`src/rtl/fetch_unit_pkg.sv`:
```
// -----------------------------------------------------------------------------
// fetch_unit_pkg
// Shared constants and types for the instruction fetch stage and its
// two-entry skid FIFO.
//   ROM_ADDRESS_BITWIDTH_DEFAULT : byte-address width of PC / ROM address
//   RESET_PC_DEFAULT             : PC loaded on reset (4-byte aligned)
//   fifo_count_t                 : FIFO occupancy, 0..FIFO_DEPTH
//   fifo_op_e                    : {push, pop} request decode for the FIFO
// -----------------------------------------------------------------------------
package fetch_unit_pkg;

  localparam int unsigned ROM_ADDRESS_BITWIDTH_DEFAULT = 15;
  localparam int unsigned RESET_PC_DEFAULT             = 0;
  localparam int unsigned INSTR_W                      = 32;
  localparam int unsigned PC_STEP                      = 4;
  localparam int unsigned FIFO_DEPTH                   = 2;
  localparam int unsigned COUNT_W                      = 2;

  typedef logic [COUNT_W-1:0] fifo_count_t;

  // Encoding matches the concatenation {push, pop}.
  typedef enum logic [1:0] {
    FIFO_IDLE     = 2'b00,
    FIFO_POP      = 2'b01,
    FIFO_PUSH     = 2'b10,
    FIFO_PUSH_POP = 2'b11
  } fifo_op_e;

endpackage : fetch_unit_pkg

```
`src/rtl/fetch_skid_fifo.sv`:
```
// -----------------------------------------------------------------------------
// fetch_skid_fifo
// Two-entry FIFO that decouples the ROM's fixed read latency from decode
// backpressure. The head always lives in entry0_q, so the head output is a
// plain register with no read-pointer mux.
//   clk, reset_n   : clock, asynchronous active-low reset
//   push_i         : write push_data_i at the next edge
//   pop_i          : discard the head at the next edge
//   flush_i        : empty the FIFO (dominates push and pop)
//   count_o        : occupancy, 0..2
//   head_o         : oldest entry (meaningful when count_o != 0)
// -----------------------------------------------------------------------------
module fetch_skid_fifo
  import fetch_unit_pkg::*;
#(
  parameter int unsigned DATA_W = ROM_ADDRESS_BITWIDTH_DEFAULT + INSTR_W
) (
  input  logic              clk,
  input  logic              reset_n,
  input  logic              push_i,
  input  logic [DATA_W-1:0] push_data_i,
  input  logic              pop_i,
  input  logic              flush_i,
  output fifo_count_t       count_o,
  output logic [DATA_W-1:0] head_o
);

  fifo_count_t       count_q, count_d;
  logic [DATA_W-1:0] entry0_q, entry0_d;
  logic [DATA_W-1:0] entry1_q, entry1_d;
  fifo_op_e          op;

  assign op = fifo_op_e'({push_i, pop_i});

  // NOTE: every variable gets its hold value first so no path through the
  // case below leaves it unassigned, which would infer a latch.
  always_comb begin
    count_d  = count_q;
    entry0_d = entry0_q;
    entry1_d = entry1_q;

    if (flush_i) begin
      count_d = '0;
    end else begin
      unique case (op)
        FIFO_PUSH: begin
          if (count_q == 2'd0) begin
            entry0_d = push_data_i;
            count_d  = 2'd1;
          end else if (count_q == 2'd1) begin
            entry1_d = push_data_i;
            count_d  = 2'd2;
          end
          // A push into a full FIFO is dropped; the issue logic upstream
          // never lets that happen.
        end
        FIFO_POP: begin
          if (count_q != 2'd0) begin
            entry0_d = entry1_q;
            count_d  = count_q - 2'd1;
          end
        end
        FIFO_PUSH_POP: begin
          if (count_q == 2'd2) begin
            // Head leaves, second entry moves up, new data goes behind it.
            entry0_d = entry1_q;
            entry1_d = push_data_i;
          end else begin
            // With one entry the pushed word becomes the new head directly.
            entry0_d = push_data_i;
            count_d  = 2'd1;
          end
        end
        default: ;
      endcase
    end
  end

  // NOTE: sequential state uses non-blocking assignments so every register
  // samples pre-edge values regardless of statement order.
  // NOTE: the storage entries are reset as well, not just the count, because
  // the head drives out_pc/out_instr directly and those must read 0 in reset.
  always_ff @(posedge clk or negedge reset_n) begin
    if (!reset_n) begin
      count_q  <= '0;
      entry0_q <= '0;
      entry1_q <= '0;
    end else begin
      count_q  <= count_d;
      entry0_q <= entry0_d;
      entry1_q <= entry1_d;
    end
  end

  assign count_o = count_q;
  assign head_o  = entry0_q;

endmodule : fetch_skid_fifo

```
`src/rtl/fetch_unit.sv`:
```
// -----------------------------------------------------------------------------
// fetch_unit
// Instruction fetch stage in front of a ROM with one-cycle registered reads.
// Owns the PC, tracks which ROM word is live, and hands (pc, instr) pairs to
// decode over valid/ready. A redirect flushes both the buffered entries and
// the fetch currently in the ROM.
//   clk, reset_n         : clock, asynchronous active-low reset
//   rom_address          : byte address presented to the ROM (= pc_q)
//   rom_data             : ROM word for the address latched last edge
//   redirect_valid/_pc   : load a new PC (low two bits ignored)
//   out_valid/out_ready  : decode handshake
//   out_instr, out_pc    : instruction and its byte address (FIFO head)
// -----------------------------------------------------------------------------
module fetch_unit
  import fetch_unit_pkg::*;
#(
  parameter int unsigned ROM_ADDRESS_BITWIDTH = ROM_ADDRESS_BITWIDTH_DEFAULT,
  parameter int unsigned RESET_PC             = RESET_PC_DEFAULT
) (
  input  logic                            clk,
  input  logic                            reset_n,
  output logic [ROM_ADDRESS_BITWIDTH-1:0] rom_address,
  input  logic [INSTR_W-1:0]              rom_data,
  input  logic                            redirect_valid,
  input  logic [ROM_ADDRESS_BITWIDTH-1:0] redirect_pc,
  output logic                            out_valid,
  input  logic                            out_ready,
  output logic [INSTR_W-1:0]              out_instr,
  output logic [ROM_ADDRESS_BITWIDTH-1:0] out_pc
);

  localparam int unsigned W       = ROM_ADDRESS_BITWIDTH;
  localparam int unsigned ENTRY_W = W + INSTR_W;
  localparam logic [W-1:0] RESET_PC_ALIGNED = W'(RESET_PC & 32'hFFFF_FFFC);
  localparam logic [W-1:0] PC_INC           = W'(PC_STEP);

  logic [W-1:0]       pc_q, pc_d;
  logic               inflight_q, inflight_d;
  logic [W-1:0]       inflight_pc_q, inflight_pc_d;

  fifo_count_t        count;
  logic [ENTRY_W-1:0] head;
  logic               pop;
  logic               push;
  logic               issue;
  logic [2:0]         occupancy;
  logic               unused_redirect_low;

  // Redirect targets are word aligned; the byte offset is dropped.
  assign unused_redirect_low = ^redirect_pc[1:0];

  assign out_valid = (count != '0);
  assign pop       = out_valid & out_ready;

  // The live ROM word is captured unless a redirect has killed it.
  assign push = inflight_q & ~redirect_valid;

  // Entries that will be buffered or in flight after this edge if nothing
  // new is issued. Issuing only while this is at most 1 keeps the two-entry
  // FIFO from overflowing even if decode then stalls.
  assign occupancy = {1'b0, count} + {2'b00, inflight_q} - {2'b00, pop};
  assign issue     = ~redirect_valid & (occupancy <= 3'd1);

  always_comb begin
    pc_d          = pc_q;
    inflight_d    = 1'b0;
    inflight_pc_d = inflight_pc_q;

    if (redirect_valid) begin
      pc_d = {redirect_pc[W-1:2], 2'b00};
    end else if (issue) begin
      inflight_d    = 1'b1;
      inflight_pc_d = pc_q;
      pc_d          = pc_q + PC_INC;  // wraps modulo 2^W
    end
  end

  always_ff @(posedge clk or negedge reset_n) begin
    if (!reset_n) begin
      pc_q          <= RESET_PC_ALIGNED;
      inflight_q    <= 1'b0;
      inflight_pc_q <= '0;
    end else begin
      pc_q          <= pc_d;
      inflight_q    <= inflight_d;
      inflight_pc_q <= inflight_pc_d;
    end
  end

  // When an issue is suppressed the ROM re-reads pc_q; that word is ignored
  // because inflight_q is cleared for it.
  assign rom_address = pc_q;

  fetch_skid_fifo #(
    .DATA_W (ENTRY_W)
  ) u_fifo (
    .clk         (clk),
    .reset_n     (reset_n),
    .push_i      (push),
    .push_data_i ({inflight_pc_q, rom_data}),
    .pop_i       (pop),
    .flush_i     (redirect_valid),
    .count_o     (count),
    .head_o      (head)
  );

  assign {out_pc, out_instr} = head;

endmodule : fetch_unit

```
`config.mk`:
```
export PLATFORM = sky130hd
export DESIGN_NAME = fetch_unit
export DESIGN_NICKNAME = d
export VERILOG_FILES = /design/src/rtl/fetch_unit_pkg.sv /design/src/rtl/fetch_skid_fifo.sv /design/src/rtl/fetch_unit.sv
export SDC_FILE = /design/constraint.sdc
export NUM_CORES = 1
export LEC_CHECK = 0
export BUFFER_PORTS_ARGS = -buffer_cell sky130_fd_sc_hd__buf_4
export CORE_AREA = 2 2 103 115
export DETAILED_ROUTE_END_ITERATION = 8
export DIE_AREA = 0 0 105 117
export GPL_ROUTABILITY_DRIVEN = 0
export PLACE_DENSITY_LB_ADDON = 0.1
export SLEW_MARGIN = 25
export SYNTH_ARGS = -nofsm -noshare
export SYNTH_HDL_FRONTEND = slang
export SYNTH_SLANG_ARGS = --single-unit
export TNS_END_PERCENT = 20
```
`constraint.sdc`:
```
create_clock -name clk -period 3.05 [get_ports clk]
set_clock_uncertainty 0.05 [all_clocks]
set_input_delay 0.61 -clock clk [delete_from_list [all_inputs] [get_ports clk]]
set_output_delay 0.61 -clock clk [all_outputs]
set_load 0.02 [all_outputs]
```
Word level (Yosys, flattened, before mapping):

Index checks and enable logic that the tools add are counted.

* register bits: 127
* input port bits: 51
* output and inout bits: 63
* logic and storage cells: 56

* $add $sub $neg: 4
* $lt $le $gt $ge: 1
* equality and inequality tests: 13
* mux-type cells: 18
* bitwise gates (word level): 4
* reduce and logical (&&, ||, !) cells: 10

Operators with widths (number)
* $mux 47: 6
* $pmux 47 s3: 1
* $pmux 47 s2: 1
* $mux 15: 2
* $add 15x3->15 const B: 1
* $mux 2: 5
* $reduce_and 4->1: 2
* $eq 2x2->1 const B: 3
* $ne 2x1->1 const B: 3
* $ne 3x3->1 const B: 2
* $pmux 2 s3: 1
* $reduce_bool 2->1: 3
* $reduce_and 5->1: 1
* $eq 2x1->1 const B: 2
* $ne 2x2->1 const B: 2
* $ne 4x2->1 const B: 1
* $reduce_bool 4->1: 1
* $add 2x1->3: 1
* $and 1x1->1: 3
* $le 3x1->1 const B: 1
* $reduce_bool 3->1: 1
* $sub 3x1->3: 1
* $logic_not 2->1: 1
* $mux 1: 2
* 3 further kinds: 3

Depth between registers and ports, before layout:

* depth after elaboration: 7
* mapped depth: 12
* mapped depth without buffers: 11

Cells and area by module:

A second synthesis with hierarchy kept.

* cells, all modules: 418
* area total of the unflattened synthesis: 5970.7 um2

By module, submodules not included
* fetch_skid_fifo: instances 1, cells an instance 302, area each 4588.2 um2, seq. area each 2402.3 um2
* fetch_unit: instances 1, cells an instance 116, area each 1382.6 um2, seq. area each 675.6 um2

Worst setup path after synthesis:

No wires, ideal clock.

* path type: register to register
* start: register u_fifo.count_q[1] (netlist: u_fifo.count_o[1])
* end: register inflight_pc_q[8]
* library setup time: 125 ps
* arrival: 2778 ps
* data required time: 2875 ps
* path slack: 97 ps
* cell stages (with the launch flop): 13
* path buffers: 1
* period minus slack after synthesis: 2953 ps
* cells stage by stage: dfrtp_1 inv_1 ha_1 or2b_4 xnor2_1 ha_1 inv_1 fa_1 xor2_1 nand2b_1 nor2_2 buf_4 mux2_2

* cells in the longest elaborated chain, start to end: 6
* elaborated cells on any way between the ends: 7
* classes of those cells: 2 x add/sub; 1 x order compare; 2 x bitwise; 2 x reduce/logical

Ends and longest elaborated chain
* start: declaration: line fetch_skid_fifo.sv:28 `fifo_count_t count_q, count_d;`
* start signal: assignment: line fetch_skid_fifo.sv:89 `count_q <= count_d;`
* branches (longest 2 deep; another with $add 2x1->3)
* $sub 3x1->3 *: line fetch_unit.sv:61 `assign occupancy = {1'b0, count} + {2'b00, inflight_q} - {2'b00, pop};`
* $le 3x1->1 *: line fetch_unit.sv:62 `assign issue = ~redirect_valid & (occupancy <= 3'd1);`
* $and 1x1->1 *: line fetch_unit.sv:62
* $reduce_and 2->1 (no line) *
* end signal: assignment: line fetch_unit.sv:86 `inflight_pc_q <= inflight_pc_d;`
* end: declaration: line fetch_unit.sv:39 `logic [W-1:0] inflight_pc_q, inflight_pc_d;`

Every way passes the cells marked *.
A chain may end at the register's enable or synchronous reset.

Worst setup path in the final report:

* start: register u_fifo.count_q[1] (netlist: u_fifo.count_o[1])
* end: register pc_q[12] (netlist: rom_address[12])

* cells in the longest elaborated chain, start to end: 6
* elaborated cells on any way between the ends: 7
* classes of those cells: 2 x add/sub; 1 x order compare; 2 x bitwise; 2 x reduce/logical

Ends and longest elaborated chain
* branches (longest 2 deep; another with $add 2x1->3)
* $sub 3x1->3 *: line fetch_unit.sv:61
* $le 3x1->1 *: line fetch_unit.sv:62
* $and 1x1->1 *: line fetch_unit.sv:62
* $reduce_bool 2->1 (no line) *
* end signal: assignment: line fetch_unit.sv:84 `pc_q <= pc_d;`
* end: declaration: line fetch_unit.sv:37 `logic [W-1:0] pc_q, pc_d;`

Marks and branches as above.

==> summary.txt <==
Crit path kind: reg -> reg
Crit. End Element: flop
CTS tree: yes
Share of cells above drive strength 1: 38.3%
Hold Worst Slack: 0.0990 ns
Initial antenna violation count: 0
Syn-to-layout area delta: 30.6%
I/O Pins: 114
Die width: 105 um
Yosys reg bits: 119
Post-Synth Adder-Cell Area: 1.54%
Status: finished clean
Vias in the first global route: 3,561
Reg-to-Reg Start: u_fifo.count_o[1]$_DFFE_PN0P_
Placed Instances: 686
Core Box Area: 0.0112 sq mm
Starting density of the core: 48.1%
Synth Area in Compound Gates: 7.29%
Area of the multi-input gates: 0.00222 sq mm
Setup_tns: 0 ns
Routed wire per std cell: 14.8 um
Vias: 3,623
Achievable Freq: 341 MHz
WL final: 10.6 mm
Final max-slew violation count: 0
Largest family of logic cells by synthesized area: multiplexers
CP Data Required Time: 3.28 ns
FF/Latch Area: 0.00298 sq mm
Final Setup Violations: 0
Root Buffer Master: clkbuf_16
Global-route wire length before repair: 17.2 mm
TritonCTS buffer count: 17
H-tree levels: 4
Drt pass-1 iters: 4
Residual DRC: 0
N_diodes: 0
FF-to-FF path depth: 11
Sequential share of the synthesized area: 55.4%
Synth Area per Inst: 12.3 sq um
Vias/cell: 5.04
R2R setup slack: 0.12 ns
Final Hold Violating Endpoints: 0
Count of flip-flops with a built-in enable after synthesis: 0
Netlist Area Pre-Place: 0.00537 sq mm
Warnings from Yosys: 0
Min-delay worst type: in -> async
IO Port Bufs: 107
Max cap viols: 0
Synth async-reset ratio: 100%
Maximum clock insertion buffer count: 2
Fin worst setup slack: 0.117 ns
Largest net degree at the start of global routing: 91
Crit share post-route: 96.1%
Rows: 41
DP Wirelength: 7.04 mm
Die Area: 0.0123 sq mm
Nets@finish: 613
Cell variety after synth: 43
Lkg Pwr: 3.21 nW
Synth Area in Simple Gates: 8.20%
Clk_lat worst skew: 0.40 ns
Total gr overflow: 0
Reg clk slew, reported paths: 0.05 ns
# fillers: 952
Min Tclk post-route: 2.93 ns
Xor/xnor share of the synthesized area: 1.79%
R2r endpoint: rom_address[12]$_DFFE_PN0P_
Non-Filler Instances: 719
Cell count after synthesis: 438
Mux contribution to synthesized area: 21.3%
Dpl ws: -0.00513 ns
Max IR drop VDD: 0.000609 V
Worst setup SP type: flop
CP max FO: 5
Power per cell area: 1090 mW/mm^2
All-Layer GR Usage: 17.9%
Die Y: 117 um
DR iter-0 viols: 140
Post-DRT Antenna Nets: 0
CTS sink count: 119
Critical Path AT: 3.17 ns
Core Util, Final: 62.8%
Most used DFF post-synth: dfrtp_1
Unrepaired setup endpoints after global routing: yes
[worst max path at each step]
stage | to | start | slack (ns) | cells past startpoint
floorplan | inflight_pc_q[8]$_DFFE_PN0P_ | u_fifo.count_o[1]$_DFFE_PN0P_ | 0.1 | 12
global placement | rom_address[14]$_DFFE_PN0P_ | out_ready | 0.05 | 11
detailed placement | rom_address[12]$_DFFE_PN0P_ | out_ready | -0.005 | 10
CTS | rom_address[12]$_DFFE_PN0P_ | u_fifo.count_o[0]$_DFFE_PN0P_ | 0.12 | 11
global route | rom_address[12]$_DFFE_PN0P_ | u_fifo.count_o[0]$_DFFE_PN0P_ | -0.002 | 11
finish | rom_address[12]$_DFFE_PN0P_ | u_fifo.count_o[1]$_DFFE_PN0P_ | 0.12 | 11
[Yosys cell counts, drive strengths merged (2+ instances only)]
cell type,instances,share of area (%)
o21ai,11,1.0
xor2,4,0.65
nand2,15,1.0
ha,5,1.2
clkbuf,10,0.70
a31oi,2,0.51
buf,17,3.1
dfrtp,119,55
nand3b,2,0.28
nand4,3,0.63
nand3,5,0.47
mux2,60,13
nor2,51,3.6
xnor2,7,1.1
and3,2,0.23
nor3,5,0.47
nor4,3,0.35
a21oi,47,4.8
nor4b,2,0.33
mux2i,47,8.8
inv,8,0.56
[placed cells by master (no fill, tap or decap), drive strengths merged, types with 2 or more instances in the layout]
| cell | n |
|---|---|
| buf | 123 |
| dfrtp | 119 |
| mux2 | 60 |
| nor2 | 51 |
| mux2i | 47 |
| a21oi | 47 |
| clkbuf | 23 |
| nand2 | 15 |
| o21ai | 11 |
| inv | 8 |
| xnor2 | 7 |
| nand3 | 5 |
| nor3 | 5 |
| ha | 5 |
| conb | 4 |
| clkinv | 4 |
| bufinv | 4 |
| xor2 | 4 |
| nand4 | 3 |
| nor4 | 3 |
| and3 | 2 |
| nor4b | 2 |
| nand3b | 2 |
| a31oi | 2 |
[stage by stage]
step / cell area, sq um / power [W]
floorplan: 5390 / 0.00452
global placement: 6350 / 0.00548
detailed placement: 6350 / 0.00559
CTS: 6960 / 0.00768
global route: 7020 / 0.00814
finish: 7020 / 0.00765
[logic make-up after synthesis]
kind of cell | count (synthesis)
flip-flops | 119
multiplexers | 107
AND/OR/NAND/NOR | 93
AO/OA/AOI/OAI | 66
buffers and inverters | 35
XOR/XNOR | 11
adder cells (fa/ha/maj) | 6
other | 1
[sequential cells by signal, indices dropped and copies added, names as in the netlist]
register	flops
inflight_pc_q	13
u_fifo.count_o	2
rom_address	13
u_fifo.head_o	45
inflight_q	1
u_fifo.entry1_q	45
[worst max-delay path, stage by stage (launching register included)]
cell	delay, ns
dfrtp_1	0.35
inv_2	0.06
ha_4	0.15
or2b_4	0.26
xnor2_2	0.16
ha_2	0.19
inv_2	0.04
fa_2	0.63
nand4_1	0.23
nor4_2	0.31
xor2_1	0.11
mux2_4	0.26
[power breakdown]
| part | internal, W | switching, W | leakage (nW) |
|---|---|---|---|
| Combinational | 0.00141 | 0.00159 | 1.46 |
| Sequential | 0.00221 | 0.000383 | 1.46 |
| Clock | 0.00140 | 0.000659 | 0.301 |
| Total | 0.00502 | 0.00263 | 3.21 |
[routing by layer]
layer | vias to the layer above | routed length [um] | share of wire [%] | global-route usage (%)
li1 | 1775 | - | - | -
met1 | 1748 | 4740 | 45 | 22.3
met2 | 92 | 5270 | 49 | 29.4
met3 | 8 | 492 | 4.6 | 5.37
met4 | 0 | 144 | 1.4 | 7.47
met5 | - | 0 | 0 | 0
[cell type report]
class                   count  area share [%]
well taps                 150            2.67
flip-flops and latches    119            42.4
clock buffers              23            6.67
clock inverters             9            2.10
repair buffers            123            14.0
multi-input cells         287            31.7
inverters                   8           0.428
[timing repair]
item,4_1_cts,5_1_grt
hold buffers,0,0
setup endpoints to repair,0,18
setup buffers,0,1
resized for setup,0,13
(Power assumes the default switching activity.)
